--- src/rtl/gate_eval_pkg.sv ---
// Shared definitions for the gate evaluator family: op encoding and its width.
package gate_eval_pkg;

  localparam int OP_W = 3;

  typedef enum logic [OP_W-1:0] {
    OP_BUF  = 3'd0,
    OP_NOT  = 3'd1,
    OP_AND  = 3'd2,
    OP_OR   = 3'd3,
    OP_NAND = 3'd4,
    OP_NOR  = 3'd5,
    OP_XOR  = 3'd6,
    OP_XNOR = 3'd7
  } op_e;

endpackage

--- src/rtl/gate_reduce.sv ---
// Combinational bitwise reduction of NUM_IN lanes through one primitive gate.
module gate_reduce
  import gate_eval_pkg::*;
#(
  parameter int WIDTH  = 1,
  parameter int NUM_IN = 3
) (
  input  logic [NUM_IN*WIDTH-1:0] data,
  input  op_e                     op,
  output logic [WIDTH-1:0]        result
);

  logic [WIDTH-1:0] and_r;
  logic [WIDTH-1:0] or_r;
  logic [WIDTH-1:0] xor_r;
  logic [WIDTH-1:0] lane0;

  assign lane0 = data[WIDTH-1:0];

  always_comb begin
    and_r = '1;
    or_r  = '0;
    xor_r = '0;
    for (int k = 0; k < NUM_IN; k++) begin
      and_r = and_r & data[k*WIDTH +: WIDTH];
      or_r  = or_r  | data[k*WIDTH +: WIDTH];
      xor_r = xor_r ^ data[k*WIDTH +: WIDTH];
    end
  end

  always_comb begin
    result = lane0;
    case (op)
      OP_BUF:  result = lane0;
      OP_NOT:  result = ~lane0;
      OP_AND:  result = and_r;
      OP_OR:   result = or_r;
      OP_NAND: result = ~and_r;
      OP_NOR:  result = ~or_r;
      OP_XOR:  result = xor_r;
      OP_XNOR: result = ~xor_r;
      default: result = lane0;
    endcase
  end

endmodule

--- src/rtl/gate_pipe_eval.sv ---
// Pipelined gate evaluator: reduce accepted word, carry it through STAGES
// valid/ready registers, and count output toggles for activity statistics.
module gate_pipe_eval
  import gate_eval_pkg::*;
#(
  parameter int WIDTH  = 1,
  parameter int NUM_IN = 3,
  parameter int STAGES = 2,
  parameter int CNT_W  = 16
) (
  input  logic                    clk,
  input  logic                    rst,
  input  logic                    in_valid,
  output logic                    in_ready,
  input  logic [NUM_IN*WIDTH-1:0] in_data,
  input  logic [OP_W-1:0]         op,
  output logic                    out_valid,
  input  logic                    out_ready,
  output logic [WIDTH-1:0]        out_data,
  input  logic                    cnt_clr,
  output logic [CNT_W-1:0]        toggle_cnt
);

  // Handshake: a word moves on a side when valid & ready are both high in the
  // same cycle; valid never waits on ready, and data is held stable while
  // valid is high and ready is low.

  localparam logic [CNT_W-1:0] CNT_MAX = '1;

  logic [WIDTH-1:0]  gate_result;
  logic [STAGES-1:0] stage_valid;
  logic [STAGES-1:0] stage_load;
  logic [WIDTH-1:0]  stage_data [STAGES];

  gate_reduce #(
    .WIDTH  (WIDTH),
    .NUM_IN (NUM_IN)
  ) u_reduce (
    .data   (in_data),
    .op     (op_e'(op)),
    .result (gate_result)
  );

  // A stage can load when the sink takes a word or any stage from here to the
  // output is empty; this is the unrolled form of !valid | next_loads.
  for (genvar i = 0; i < STAGES; i++) begin : g_stage
    logic             v_q;
    logic [WIDTH-1:0] d_q;
    logic             src_v;
    logic [WIDTH-1:0] src_d;

    if (i == 0) begin : g_head
      assign src_v = in_valid;
      assign src_d = gate_result;
    end else begin : g_body
      assign src_v = stage_valid[i-1];
      assign src_d = stage_data[i-1];
    end

    assign stage_load[i] = out_ready | ~(&stage_valid[STAGES-1:i]);

    always_ff @(posedge clk or posedge rst) begin
      if (rst) begin
        v_q <= 1'b0;
        d_q <= '0;
      end else if (stage_load[i]) begin
        v_q <= src_v;
        if (src_v) begin
          d_q <= src_d;
        end
      end
    end

    assign stage_valid[i] = v_q;
    assign stage_data[i]  = d_q;
  end

  assign in_ready  = stage_load[0];
  assign out_valid = stage_valid[STAGES-1];
  assign out_data  = stage_data[STAGES-1];

  logic             out_xfer;
  logic             toggled;
  logic [WIDTH-1:0] last_out;

  assign out_xfer = out_valid & out_ready;
  assign toggled  = out_xfer & (out_data != last_out);

  always_ff @(posedge clk or posedge rst) begin
    if (rst) begin
      last_out <= '0;
    end else if (out_xfer) begin
      last_out <= out_data;
    end
  end

  // Clear has priority over a same-cycle toggle; the counter sticks at max.
  always_ff @(posedge clk or posedge rst) begin
    if (rst) begin
      toggle_cnt <= '0;
    end else if (cnt_clr) begin
      toggle_cnt <= '0;
    end else if (toggled && (toggle_cnt != CNT_MAX)) begin
      toggle_cnt <= toggle_cnt + 1'b1;
    end
  end

endmodule

--- config.mk ---
export PLATFORM = sky130hd
export DESIGN_NAME = gate_pipe_eval
export DESIGN_NICKNAME = d
export VERILOG_FILES = /design/src/rtl/gate_eval_pkg.sv /design/src/rtl/gate_reduce.sv /design/src/rtl/gate_pipe_eval.sv
export SDC_FILE = /design/constraint.sdc
export NUM_CORES = 1
export LEC_CHECK = 0
export ABC_AREA = 1
export BUFFER_PORTS_ARGS = -buffer_cell sky130_fd_sc_hd__buf_2
export CAP_MARGIN = 10
export CORE_ASPECT_RATIO = 0.5
export CORE_MARGIN = 2
export CORE_UTILIZATION = 48
export DETAILED_ROUTE_END_ITERATION = 8
export PLACE_DENSITY = 0.75
export REMOVE_ABC_BUFFERS = 1
export SLEW_MARGIN = 20
export SYNTH_ARGS = -nofsm -noshare
export SYNTH_HDL_FRONTEND = slang
export SYNTH_SLANG_ARGS = --single-unit
--- constraint.sdc ---
create_clock -name clk -period 1.5 [get_ports clk]
set_input_delay 0.45 -clock clk [delete_from_list [all_inputs] [get_ports clk]]
set_output_delay 0.45 -clock clk [all_outputs]
set_load 0.02 [all_outputs]
==> impl_metrics.tcl <==
set metrics [dict create \
    yosys_warnings 0 \
    start_kind "register" \
    clk_latency_ns 0.26 \
    ys.flop_type "dfrtp_1" \
    initial_utilization 0.521 \
    first_pass_iters 4 \
    row_count 13 \
    ys_types 27 \
    vdd.ir_drop.worst_v 0.000475 \
    drtIter0Drc 104 \
    ys_async_sr_fraction 1.00 \
    critPathKind "reg2out" \
    ys_seq_area_frac 0.376 \
    crit_family "flip-flops" \
    synth_cells 204 \
    violations "negative setup slack" \
    yosysMostFrequentCell "nand2_1" \
    clock.fmax_mhz 666 \
    place_ws_ns -0.0302 \
    area_delta_synth_final_pct 31.8 \
    grt_start_max_net_pins 22 \
    p_leak_nw 0.986 \
    postCtsHoldBufs 0 \
    critPathMaxStageDelay_ns 0.40 \
    cts_sinks 21 \
    cellPowerDensity_nw_per_um2 726 \
    overflow 0 \
    ios 30 \
    synth-seq-cells 21 \
    synth_area_um2 1400 \
    first_global_vias 1352 \
    viasPerCell 5.08 \
    final.hold.worst_slack_ns 0.204 \
    syn_area_per_cell_um2 6.86 \
    portBuffers 29 \
    worstPathArrival_ns 1.05 \
    nFillCells 227 \
    required_ns 1.05 \
    clockBufferDepth 2 \
    crit_fanout 3 \
    fin_crit_sh 1.00 \
    synth_edf_count 0 \
    antenna_found_initial 0 \
    final_hold_viol_count 0 \
    synth.area.top_cells "dfrtp_1 38%, nand2_1 20%, nor2_1 7.5%, inv_1 6.7%, nand4_1 5.8%" \
    hold_class "in2async" \
    post-route-drc-count 0 \
    vias 1493 \
    cp_common_cell "buf_4" \
    ant_nets 0 \
    cp-end-kind "output port" \
    gp_congestion 0.878 \
    routed_wl_mm 3.59 \
    cts_tree "done" \
    slew_violations 0 \
    outcome "complete, but fails checks" \
    clkTransAtPathRegs_ns 0.08 \
    tightest_slew_ns 0.297 \
    worstPathCellList "buf_4, buf_4, buf_6" \
    utilization 0.687 \
    grt_pass1_wl_mm 5.73 \
    die_h_um 42.2 \
    place_hpwl_mm 2.57 \
    clockRootBuffer "clkbuf_8" \
    insertedDiodeCount 0 \
    layout-drive-gt1-share 0.280 \
    total_power_w 0.00134 \
    synth_top_area_share 0.376 \
    rsz0062_at_grt "yes" \
    numCtsBuffers 3 \
    path_buf_inv 3 \
    dp.cells 285 \
    setup_viol 1 \
    synth_top_area_cell "dfrtp_1" \
    dieArea_um2 3390 \
    slowest_stage "dfrtp_1" \
    ctsHtreeMaxLevel 1 \
    fin_crit_ns 1.50 \
    synthTopCellsByCount "73 x nand2_1, 28 x nor2_1, 25 x inv_1" \
    die_w_um 80.3 \
    setup_ws_ns -0.000403 \
    track_usage 0.218 \
    slew_headroom 0.801 \
    core-area_um2 2680 \
    fin_nets 272 \
    fin_skew_ns 0.00195 \
    routedWlPerCell_um 12.2 \
    final_cell_count_no_fill 294 \
    maxCapViolCount 0 \
]
-- path summary, 6_finish.rpt --
check	from	to	slack (ns)	cells past startpoint
max	toggle_cnt[0]	toggle_cnt[0]	-0.0004	3
min	rst	toggle_cnt[14]	0.20	3
max reg2reg	toggle_cnt[0]	toggle_cnt[8]	0.03	9
min reg2reg	g_stage[0].d_q	g_stage[0].d_q	0.51	2
max in group asynchronous	rst	toggle_cnt[7]	1.08	3
min in group clk	in_valid	g_stage[0].v_q	0.39	3
-- registers in the layout, indices dropped and copies added (netlist names) --
signal / cells
g_stage.d_q: 1
toggle_cnt: 16
g_stage.v_q: 1
out_valid: 1
last_out: 1
out_data: 1
-- per-layer routing --
layer	vias up	track usage	wire length [um]
met3	6	0.0582	203
met2	51	0.348	1730
met1	687	0.277	1620
met5	-	0	0
met4	0	0.102	29
li1	749	-	-
-- cell type report --
class	instances	area (um^2)	area share
Clock buffer	4	45.0	0.0244
Sequential cell	21	526	0.285
Multi-Input combinational cell	154	786	0.426
Tap cell	37	46.3	0.0251
Inverter	26	97.6	0.0530
Timing Repair Buffer	52	343	0.186
-- cell usage in the layout (no fill, tap or decap) --
cell / netlist / routed
nand2_1: 73 / 70
buf_2: 1 / 27
nor2_1: 28 / 26
inv_1: 25 / 24
buf_4: 0 / 22
dfrtp_1: 21 / 21
nand4_1: 13 / 13
nand3_1: 12 / 11
nand2_2: 1 / 4
nor2_4: 2 / 4
xor2_1: 4 / 4
o21ai_1: 2 / 3
a21oi_1: 3 / 3
clkbuf_8: 0 / 3
inv_2: 1 / 2
o21bai_1: 2 / 2
ha_1: 3 / 2
buf_6: 1 / 2
nor3_2: 1 / 1
nor2_8: 1 / 1
or2_2: 1 / 1
nor2_2: 1 / 1
nand3b_1: 1 / 1
mux2_2: 1 / 1
a31oi_1: 1 / 1
xnor2_1: 1 / 1
o211ai_1: 1 / 1
o21ai_0: 2 / 1
nand3_2: 0 / 1
ha_2: 0 / 1
clkbuf_1: 1 / 1
buf_12: 0 / 1
-- worst reg2reg max path: cells and delay by family (launching register included) --
family        cells  cell delay (ns)
simple gates      8             0.84
flops             1             0.37
fa+ha+maj         1             0.19
-- power breakdown --
group | internal [W] | switching (W)
clock network | 0.000190 | 0.000189
registers | 0.000597 | 0.0000261
logic | 0.000144 | 0.000192
-- metrics by stage --
step                area, um^2  setup TNS, ns
floorplan                 1380          -1.77
global placement          1720              0
detailed placement        1720        -0.0895
CTS                       1780        -0.0398
global route              1840         -0.802
finish                    1840      -0.000403
-- kinds of logic after synthesis --
logic type,after synthesis,synth area share
compound gates,11,0.0456
xor+xnor,5,0.0313
fa+ha+maj,3,0.0268
buf+inv,29,0.0841
flops,21,0.376
mux,1,0.00805
simple gates,134,0.428
-- timing repair --
item	CTS	global route
endpoints found under the setup margin	7	17
resized for setup	3	12
setup buffers	1	4
pin swaps	1	8
(Power assumes the default switching activity.)
